$ cat src/rtl/ex_mem_if.sv
// EX/MEM bus: execute-stage and writeback inputs plus memory-stage outputs of the EX/MEM register.
interface ex_mem_if #(
    parameter int unsigned CNT_W = 16
);
    logic             ex_valid;
    logic [31:0]      ex_alu_res;
    logic [31:0]      ex_store_data;
    logic [4:0]       ex_store_reg;
    logic             ex_mem_write;
    logic             ex_mem_read;
    logic             ex_reg_write;
    logic [4:0]       ex_write_reg;
    logic             wb_reg_write;
    logic [4:0]       wb_write_reg;
    logic [31:0]      wb_write_data;

    logic             mem_valid;
    logic [31:0]      ALURes;
    logic [31:0]      RdRqIn;
    logic             Mem_Write;
    logic             MemRead;
    logic             mem_reg_write;
    logic [4:0]       mem_write_reg;
    logic             mem_flush;
    logic [CNT_W-1:0] mem_op_cnt;

    modport master (
        output ex_valid, ex_alu_res, ex_store_data, ex_store_reg, ex_mem_write,
               ex_mem_read, ex_reg_write, ex_write_reg,
               wb_reg_write, wb_write_reg, wb_write_data,
        input  mem_valid, ALURes, RdRqIn, Mem_Write, MemRead,
               mem_reg_write, mem_write_reg, mem_flush, mem_op_cnt
    );

    modport slave (
        input  ex_valid, ex_alu_res, ex_store_data, ex_store_reg, ex_mem_write,
               ex_mem_read, ex_reg_write, ex_write_reg,
               wb_reg_write, wb_write_reg, wb_write_data,
        output mem_valid, ALURes, RdRqIn, Mem_Write, MemRead,
               mem_reg_write, mem_write_reg, mem_flush, mem_op_cnt
    );
endinterface

$ cat src/rtl/ex_mem_reg.sv
// EX/MEM pipeline register with stall, flush, memory-op counter and optional
// writeback-to-store-data forwarding (enabled by defining EX_MEM_STORE_FWD_EN).
module ex_mem_reg #(
    parameter int unsigned CNT_W = 16
) (
    input  logic     clk,
    input  logic     rst,
    input  logic     stall,
    input  logic     flush,
    ex_mem_if.slave  bus
);
    localparam int unsigned DW = 32;
    localparam int unsigned RW = 5;

    logic             valid_q, valid_d;
    logic             mem_write_q, mem_write_d;
    logic             mem_read_q, mem_read_d;
    logic             reg_write_q, reg_write_d;
    logic             flush_q;
    logic [DW-1:0]    alu_q, alu_d;
    logic [DW-1:0]    store_q, store_d;
    logic [RW-1:0]    wreg_q, wreg_d;
    logic [CNT_W-1:0] cnt_q, cnt_d;
    logic             cap_fwd_c;
    logic             hold_fwd_c;

`ifdef EX_MEM_STORE_FWD_EN
    logic [RW-1:0]    st_reg_q, st_reg_d;

    // Writeback hit on the store source register; r0 never matches.
    assign cap_fwd_c  = bus.ex_mem_write & bus.wb_reg_write &
                        (bus.wb_write_reg == bus.ex_store_reg) & (bus.ex_store_reg != RW'(0));
    assign hold_fwd_c = mem_write_q & bus.wb_reg_write &
                        (bus.wb_write_reg == st_reg_q) & (st_reg_q != RW'(0));
`else
    assign cap_fwd_c  = 1'b0;
    assign hold_fwd_c = 1'b0;
`endif

    // Next-state: flush > stall > capture.
    always_comb begin
        valid_d     = valid_q;
        mem_write_d = mem_write_q;
        mem_read_d  = mem_read_q;
        reg_write_d = reg_write_q;
        alu_d       = alu_q;
        store_d     = store_q;
        wreg_d      = wreg_q;
        cnt_d       = cnt_q;
`ifdef EX_MEM_STORE_FWD_EN
        st_reg_d    = st_reg_q;
`endif
        if (flush) begin
            valid_d     = 1'b0;
            mem_write_d = 1'b0;
            mem_read_d  = 1'b0;
            reg_write_d = 1'b0;
        end else if (stall) begin
            if (hold_fwd_c) store_d = bus.wb_write_data;
        end else begin
            valid_d     = bus.ex_valid;
            mem_write_d = bus.ex_mem_write & bus.ex_valid;
            mem_read_d  = bus.ex_mem_read  & bus.ex_valid;
            reg_write_d = bus.ex_reg_write & bus.ex_valid;
            alu_d       = bus.ex_alu_res;
            store_d     = cap_fwd_c ? bus.wb_write_data : bus.ex_store_data;
            wreg_d      = bus.ex_write_reg;
`ifdef EX_MEM_STORE_FWD_EN
            st_reg_d    = bus.ex_store_reg;
`endif
            if (bus.ex_valid & (bus.ex_mem_write | bus.ex_mem_read))
                cnt_d = cnt_q + CNT_W'(1);
        end
    end

    always_ff @(posedge clk or negedge rst) begin
        if (!rst) begin
            valid_q     <= 1'b0;
            mem_write_q <= 1'b0;
            mem_read_q  <= 1'b0;
            reg_write_q <= 1'b0;
            flush_q     <= 1'b0;
            alu_q       <= '0;
            store_q     <= '0;
            wreg_q      <= '0;
            cnt_q       <= '0;
`ifdef EX_MEM_STORE_FWD_EN
            st_reg_q    <= '0;
`endif
        end else begin
            valid_q     <= valid_d;
            mem_write_q <= mem_write_d;
            mem_read_q  <= mem_read_d;
            reg_write_q <= reg_write_d;
            flush_q     <= flush;
            alu_q       <= alu_d;
            store_q     <= store_d;
            wreg_q      <= wreg_d;
            cnt_q       <= cnt_d;
`ifdef EX_MEM_STORE_FWD_EN
            st_reg_q    <= st_reg_d;
`endif
        end
    end

    assign bus.mem_valid     = valid_q;
    assign bus.ALURes        = alu_q;
    assign bus.RdRqIn        = store_q;
    assign bus.Mem_Write     = mem_write_q;
    assign bus.MemRead       = mem_read_q;
    assign bus.mem_reg_write = reg_write_q;
    assign bus.mem_write_reg = wreg_q;
    assign bus.mem_flush     = flush_q;
    assign bus.mem_op_cnt    = cnt_q;
endmodule

$ cat src/flat_wrapper.sv
// flat-port wrapper written by rule: the top's interface ports become plain ports
module ex_mem_reg_flat 
#(
    parameter int unsigned CNT_W = 16
)
  (clk, rst, stall, flush, bus_ex_valid, bus_ex_alu_res, bus_ex_store_data, bus_ex_store_reg, bus_ex_mem_write, bus_ex_mem_read, bus_ex_reg_write, bus_ex_write_reg, bus_wb_reg_write, bus_wb_write_reg, bus_wb_write_data, bus_mem_valid, bus_ALURes, bus_RdRqIn, bus_Mem_Write, bus_MemRead, bus_mem_reg_write, bus_mem_write_reg, bus_mem_flush, bus_mem_op_cnt);
  ex_mem_if #(.CNT_W(CNT_W)) bus_i ();
  input  logic clk;
  input  logic rst;
  input  logic stall;
  input  logic flush;
  input wire logic [$bits(bus_i.ex_valid)-1:0] bus_ex_valid;
  input wire logic [$bits(bus_i.ex_alu_res)-1:0] bus_ex_alu_res;
  input wire logic [$bits(bus_i.ex_store_data)-1:0] bus_ex_store_data;
  input wire logic [$bits(bus_i.ex_store_reg)-1:0] bus_ex_store_reg;
  input wire logic [$bits(bus_i.ex_mem_write)-1:0] bus_ex_mem_write;
  input wire logic [$bits(bus_i.ex_mem_read)-1:0] bus_ex_mem_read;
  input wire logic [$bits(bus_i.ex_reg_write)-1:0] bus_ex_reg_write;
  input wire logic [$bits(bus_i.ex_write_reg)-1:0] bus_ex_write_reg;
  input wire logic [$bits(bus_i.wb_reg_write)-1:0] bus_wb_reg_write;
  input wire logic [$bits(bus_i.wb_write_reg)-1:0] bus_wb_write_reg;
  input wire logic [$bits(bus_i.wb_write_data)-1:0] bus_wb_write_data;
  output wire logic [$bits(bus_i.mem_valid)-1:0] bus_mem_valid;
  output wire logic [$bits(bus_i.ALURes)-1:0] bus_ALURes;
  output wire logic [$bits(bus_i.RdRqIn)-1:0] bus_RdRqIn;
  output wire logic [$bits(bus_i.Mem_Write)-1:0] bus_Mem_Write;
  output wire logic [$bits(bus_i.MemRead)-1:0] bus_MemRead;
  output wire logic [$bits(bus_i.mem_reg_write)-1:0] bus_mem_reg_write;
  output wire logic [$bits(bus_i.mem_write_reg)-1:0] bus_mem_write_reg;
  output wire logic [$bits(bus_i.mem_flush)-1:0] bus_mem_flush;
  output wire logic [$bits(bus_i.mem_op_cnt)-1:0] bus_mem_op_cnt;
  assign bus_i.ex_valid = bus_ex_valid;
  assign bus_i.ex_alu_res = bus_ex_alu_res;
  assign bus_i.ex_store_data = bus_ex_store_data;
  assign bus_i.ex_store_reg = bus_ex_store_reg;
  assign bus_i.ex_mem_write = bus_ex_mem_write;
  assign bus_i.ex_mem_read = bus_ex_mem_read;
  assign bus_i.ex_reg_write = bus_ex_reg_write;
  assign bus_i.ex_write_reg = bus_ex_write_reg;
  assign bus_i.wb_reg_write = bus_wb_reg_write;
  assign bus_i.wb_write_reg = bus_wb_write_reg;
  assign bus_i.wb_write_data = bus_wb_write_data;
  assign bus_mem_valid = bus_i.mem_valid;
  assign bus_ALURes = bus_i.ALURes;
  assign bus_RdRqIn = bus_i.RdRqIn;
  assign bus_Mem_Write = bus_i.Mem_Write;
  assign bus_MemRead = bus_i.MemRead;
  assign bus_mem_reg_write = bus_i.mem_reg_write;
  assign bus_mem_write_reg = bus_i.mem_write_reg;
  assign bus_mem_flush = bus_i.mem_flush;
  assign bus_mem_op_cnt = bus_i.mem_op_cnt;
  ex_mem_reg #(.CNT_W(CNT_W)) u_core (.clk(clk), .rst(rst), .stall(stall), .flush(flush), .bus(bus_i));
endmodule
$ cat config.mk
export PLATFORM = sky130hd
export DESIGN_NAME = ex_mem_reg_flat
export DESIGN_NICKNAME = d
export VERILOG_FILES = /design/src/rtl/ex_mem_if.sv /design/src/rtl/ex_mem_reg.sv /design/src/flat_wrapper.sv
export SDC_FILE = /design/constraint.sdc
export NUM_CORES = 1
export LEC_CHECK = 0
export CELL_PAD_IN_SITES_DETAIL_PLACEMENT = 0
export CELL_PAD_IN_SITES_GLOBAL_PLACEMENT = 1
export CORE_MARGIN = 2
export CORE_UTILIZATION = 31
export CTS_BUF_LIST = sky130_fd_sc_hd__clkbuf_4 sky130_fd_sc_hd__clkbuf_8
export CTS_CLUSTER_DIAMETER = 120
export DETAILED_ROUTE_END_ITERATION = 6
export PLACE_DENSITY_LB_ADDON = 0.1
export SYNTH_ARGS = -nofsm -noshare
export SYNTH_HDL_FRONTEND = slang
export SYNTH_SLANG_ARGS = --single-unit
$ cat constraint.sdc
create_clock -name clk -period 3.7 [get_ports clk]
set_input_delay 0.555 -clock clk [delete_from_list [all_inputs] [get_ports clk]]
set_output_delay 0.555 -clock clk [all_outputs]
set_load 0.03 [all_outputs]
==> results of run 1 <==
final timing paths:
check	start	end	slack, ns	depth (start not counted)
worst min-delay path	rst	u_core.bus.mem_op_cnt[14]$_DFFE_PN0P_	0.21	1
worst min register to register	u_core.bus.mem_op_cnt[15]$_DFFE_PN0P_	u_core.bus.mem_op_cnt[15]$_DFFE_PN0P_	0.48	1
worst max-delay path	u_core.bus.mem_op_cnt[7]$_DFFE_PN0P_	bus_mem_op_cnt[7]	1.62	1
min in group clk	u_core.bus.mem_op_cnt[15]$_DFFE_PN0P_	u_core.bus.mem_op_cnt[15]$_DFFE_PN0P_	0.48	1
max in group asynchronous	rst	u_core.bus.RdRqIn[27]$_DFFE_PN0P_	2.68	2
worst max register to register	u_core.bus.mem_op_cnt[0]$_DFFE_PN0P_	u_core.bus.mem_op_cnt[14]$_DFFE_PN0P_	2.11	5
synthesized netlist by cell type (all sizes together):
master / instances / area (um^2)
dfrtp: 90 / 2250
ha: 1 / 12.5
nand3: 5 / 25.0
nand3b: 2 / 15.0
mux2: 70 / 788
nand4: 2 / 27.5
nor2: 9 / 36.3
nor2b: 1 / 6.26
and3: 1 / 6.26
a22oi: 1 / 7.51
buf: 9 / 58.8
inv: 2 / 7.51
and4: 2 / 17.5
nor3: 2 / 15.0
nand2: 7 / 26.3
xor2: 8 / 70.1
nand2b: 1 / 6.26
o21a: 1 / 7.51
nor3b: 1 / 12.5
a21oi: 3 / 15.0
and2: 1 / 6.26
xnor2: 7 / 61.3
and4bb: 1 / 12.5
per-layer routing:
layer	up-vias	GRT usage	routed length (um)
met2	101	0.209	3710
met1	1176	0.167	3340
met5	-	0	0
met4	0	0.0455	91
li1	1124	-	-
met3	9	0.0529	841
stage by stage:
| stage | utilization | total power [mW] | instances | hold WS (ns) |
|---|---|---|---|---|
| 2_1_floorplan | - | 1.65 | 227 | 0.259 |
| 3_3_place_gp | 0.485 | 2.07 | 527 | 0.454 |
| 3_5_place_dp | 0.485 | 2.07 | 527 | 0.466 |
| 4_1_cts | 0.502 | 2.71 | 543 | 0.238 |
| 5_1_grt | 0.502 | 2.81 | 543 | 0.268 |
| 6_report | 0.502 | 2.66 | 543 | 0.214 |
where the power goes:
group	total (mW)	internal (mW)	switching, mW
Clock	0.620	0.273	0.347
Sequential	1.20	1.12	0.0809
Combinational	0.845	0.413	0.432
Total	2.66	1.80	0.860
layout make-up:
type | instances | share of cell area
Sequential cell | 90 | 0.410
Timing Repair Buffer | 169 | 0.308
Multi-Input combinational cell | 126 | 0.215
Tap cell | 140 | 0.0319
Clock buffer | 11 | 0.0264
Clock inverter | 5 | 0.00684
Inverter | 2 | 0.00137
cells by family after synthesis:
kind of cell	Yosys count
buffers and inverters	11
AND/OR/NAND/NOR	35
XOR/XNOR	15
multiplexers	70
adder cells (fa/ha/maj)	1
flip-flops	90
AO/OA/AOI/OAI	5
==> results.toml, run 1 <==
[status]
status = "complete, no violations"

[yosys]
syn_area_per_cell_um2 = 15.4
synth-simple-area-share = 0.0609
synth-xor-area-share = 0.0376
netlist_area_um2 = 3490
synth_cell_type_count = 28
synth_top_family_by_area = "multiplexers"
seq_area_frac_synth = 0.645
yosysWarnings = 0
synthMuxAreaShare = 0.226
synthAdderAreaFrac = 0.00358
ys_seq_elements = 90
syn_nets = 348
synth-compound-area-share = 0.00860
syn_inst = 227

[critical_path]
worstPathMaxFanout = 6
crit_chain = "clkdlybuf4s50_1"
worstSetupEndpointType = "output pin"
path_class = "register to output pin"
worst_ep_arrival_time_ns = 1.53
critPathRequiredTime_ns = 3.14
crit_family = "buffers and inverters"
crit_buf_inv = 1
critical_path.max_stage_delay_ns = 0.72
start_kind = "register"
cpMaxStageDelayCell = "clkdlybuf4s50_1"

[flow_run]
drv_cap = 0

[global_route]
grt_usage = 0.133
grt_pass1_vias = 2556
grt_max_degree = 66
overflow = 0
antenna_found_initial = 0
grt_pass1_wl_mm = 12.4

[drt]
wl_per_cell_um = 14.7
vias = 2410
drt-total-wl_mm = 7.98
drtIter0Drc = 73
drtPass1Iterations = 4
antenna_left = 0
routed_via_density = 4.44
drc_errors = 0

[sta]
setup_viol = 0
setup_tns_ns = 0
worst_pin_slew_ns = 0.650
hold_viol = 0
setup_slack_ns = 1.62
fmax_mhz = 480
maxSlewHeadroom = 0.566
min_period_over_period = 0.563
maxSlewViolCount = 0
min_period_ns = 2.08
rsz0062_at_grt = "false"
finalClockSkew_ns = 0.0162

[clock_network]
post_cts_buffers = 0
ctsLongestPathBuffers = 2
clock_latency_ns = 0.35
htree_num_levels = 3
numCtsBuffers = 9
cts_resized = 0
cts_tree = "yes"
clockRootBuffer = "clkbuf_8"
clk_pin_slew_ns = 0.10
cts.sink_count = 90
hold_buffers = 0

[place]
placed_area_um2 = 5310
io_buffers = 166
place_ws_ns = 1.32
dp_hpwl_mm = 5.66
gp_congestion = 0.691

[cells_and_area]
drive_above_1_share = 0.236
area_growth_pct = 57.2
antenna_cells = 0
finalNetCount = 519
final_cell_area_um2 = 5490
seq_area_um2 = 2250
n_fill_cell = 1016
final_cell_mix = "clkdlybuf4s50_1, dfrtp_1, mux2_2, clkbuf_8"
multi_input_area_um2 = 1180
final_common_cell = "clkdlybuf4s50_1"

[floorplanning]
die-area_um2 = 12100
std_cell_rows = 38
core_area_um2 = 10900
chipHeight_um = 110
io_pins = 210
start_util = 0.319
die_w_um = 110

[power_and_ir_drop]
p_leak_nw = 2.26
p_per_area_nw_per_um2 = 485
ir_worst_vdd_mv = 0.222

[hold_path]
hold_class = "input port to async pin"
No activity file was read; power rests on OpenSTA's default activity.
==> inputs of run 2 (changes only) <==
--- a/config.mk
+++ b/config.mk
@@ -8,7 +8,7 @@
 export CELL_PAD_IN_SITES_DETAIL_PLACEMENT = 0
 export CELL_PAD_IN_SITES_GLOBAL_PLACEMENT = 1
 export CORE_MARGIN = 2
-export CORE_UTILIZATION = 31
+export CORE_UTILIZATION = 26
 export CTS_BUF_LIST = sky130_fd_sc_hd__clkbuf_4 sky130_fd_sc_hd__clkbuf_8
 export CTS_CLUSTER_DIAMETER = 120
 export DETAILED_ROUTE_END_ITERATION = 6
==> constraint.sdc (replaced) <==
create_clock -name clk -period 1.85 [get_ports clk]
set_input_delay 0.2775 -clock clk [delete_from_list [all_inputs] [get_ports clk]]
set_output_delay 0.2775 -clock clk [all_outputs]
set_load 0.03 [all_outputs]
==> results.toml, run 2 (synthesized netlist as in run 1, its figures left out) <==
[global_route]
grt_util_met3 = 0.0404
grt.busiest_layer = "met2"
antenna_found_initial = 0
use_met1 = 0.140
overflow = 0
grt_max_degree = 91
grt_usage = 0.118
grt_pass1_wl_mm = 13.0
met2_usage = 0.190
grt_pass1_vias = 2497

[critical_path]
critical_path.max_stage_delay_ns = 0.70
critPathRequiredTime_ns = 1.57
worstPathMaxFanout = 5
critPathLaunch = "u_core.bus.mem_op_cnt[3]$_DFFE_PN0P_"
ff2ff_path_depth = 4
crit_chain = "clkdlybuf4s50_1"
crit_buf_inv = 1
r2r-end = "u_core.bus.mem_op_cnt[14]$_DFFE_PN0P_"
rrSetupSlack_ns = 0.33
cp_num_cells = 1
worst_ep_arrival_time_ns = 1.49
crit_end = "bus_mem_op_cnt[3]"
reg2reg_from = "u_core.bus.mem_op_cnt[2]$_DFFE_PN0P_"
start_kind = "register"
path_class = "register to output pin"
crit_family = "buffers and inverters"
worstSetupEndpointType = "output pin"
cpMaxStageDelayCell = "clkdlybuf4s50_1"

[drt]
drc_errors = 0
routed_via_density = 4.15
wl_per_cell_um = 13.9
drt-total-wl_mm = 8.19
drtIter0Drc = 54
antenna_left = 0
vias = 2444
drtPass1Iterations = 3

[sta]
holdWs_ns = 0.468
setup_tns_ns = 0
min_period_ns = 1.76
setup_slack_ns = 0.0870
hold_viol = 0
maxSlewHeadroom = 0.671
setup_viol = 0
worst_pin_slew_ns = 0.493
rsz0062_at_grt = "false"
fmax_mhz = 567
min_period_over_period = 0.953
finalClockSkew_ns = 0.00741
maxSlewViolCount = 0

[clock_network]
cts_tree = "yes"
clk_pin_slew_ns = 0.09
clockRootBuffer = "clkbuf_8"
cts.sink_count = 90
clock_latency_ns = 0.37
post_cts_buffers = 0
ctsLongestPathBuffers = 2
numCtsBuffers = 9
htree_num_levels = 3

[power_and_ir_drop]
p_leak_nw = 2.38
ir_worst_vdd_mv = 0.571
p_per_area_nw_per_um2 = 951

[place]
gp_congestion = 0.678
placed_area_um2 = 5450
place_ws_ns = -0.0329
io_buffers = 166
dp_hpwl_mm = 5.84

[floorplanning]
core_area_um2 = 13200
std_cell_rows = 42
die_w_um = 120
die-area_um2 = 14400
chipHeight_um = 120
start_util = 0.265
io_pins = 210

[cells_and_area]
finalNetCount = 530
multi_input_area_um2 = 1180
final_common_cell = "clkdlybuf4s50_1"
drive_above_1_share = 0.252
final_cell_area_um2 = 5650
area_growth_pct = 61.7
final_cell_mix = "clkdlybuf4s50_1, dfrtp_1, mux2_2, clkbuf_8, buf_4"
seq_area_um2 = 2250
antenna_cells = 0
n_fill_cell = 1250

[status]
status = "complete, no violations"

[flow_run]
drv_cap = 0

[hold_path]
hold_class = "register to register"
-- run 2: worst min-delay path by stage --
stage                                          startpoint                               endpoint  slack [ns]  depth (start not counted)
floorplan                                             rst       u_core.bus.ALURes[0]$_DFFE_PN0P_       -0.02                          0
global placement                                      rst   u_core.bus.mem_op_cnt[5]$_DFFE_PN0P_        0.38                          2
detailed placement                                    rst   u_core.bus.mem_reg_write$_DFFE_PN0P_        0.38                          2
CTS                 u_core.bus.mem_op_cnt[15]$_DFFE_PN0P_  u_core.bus.mem_op_cnt[15]$_DFFE_PN0P_        0.48                          1
global route                        bus_ex_store_data[23]      u_core.bus.RdRqIn[23]$_DFFE_PN0P_        0.48                          2
finish              u_core.bus.mem_op_cnt[15]$_DFFE_PN0P_  u_core.bus.mem_op_cnt[15]$_DFFE_PN0P_        0.47                          1
-- run 2: metrics by stage --
| stage | util | power, mW | cells |
|---|---|---|---|
| finish | 0.428 | 5.37 | 589 |
| global route | 0.428 | 5.68 | 589 |
| CTS | 0.428 | 5.51 | 589 |
| detailed placement | 0.413 | 4.19 | 573 |
| global placement | 0.413 | 4.18 | 573 |
| floorplan | - | 3.30 | 227 |
-- run 2: power breakdown --
group / internal (mW) / total [mW] / switching [mW]
clock network: 0.583 / 1.26 / 0.674
logic: 0.846 / 1.72 / 0.872
registers: 2.24 / 2.40 / 0.159
total: 3.67 / 5.37 / 1.70
-- run 2: cell type report --
type,count,area share
Timing Repair Buffer,180,0.320
Clock buffer,13,0.0295
Tap cell,176,0.0390
Sequential cell,90,0.399
Clock inverter,2,0.00222
Multi-Input combinational cell,126,0.209
Inverter,2,0.00133
-- run 2: what timing repair did --
item,4_1_cts,5_1_grt
hold endpoints to repair,90,0
hold buffers,1,0
setup endpoints to repair,2,3
gates resized for setup,2,3
-- run 2: routing by layer --
metal,wire length (um),part of all wire
met5,0,0
met4,180,0.022
met1,3460,0.42
met2,4000,0.49
met3,550,0.067
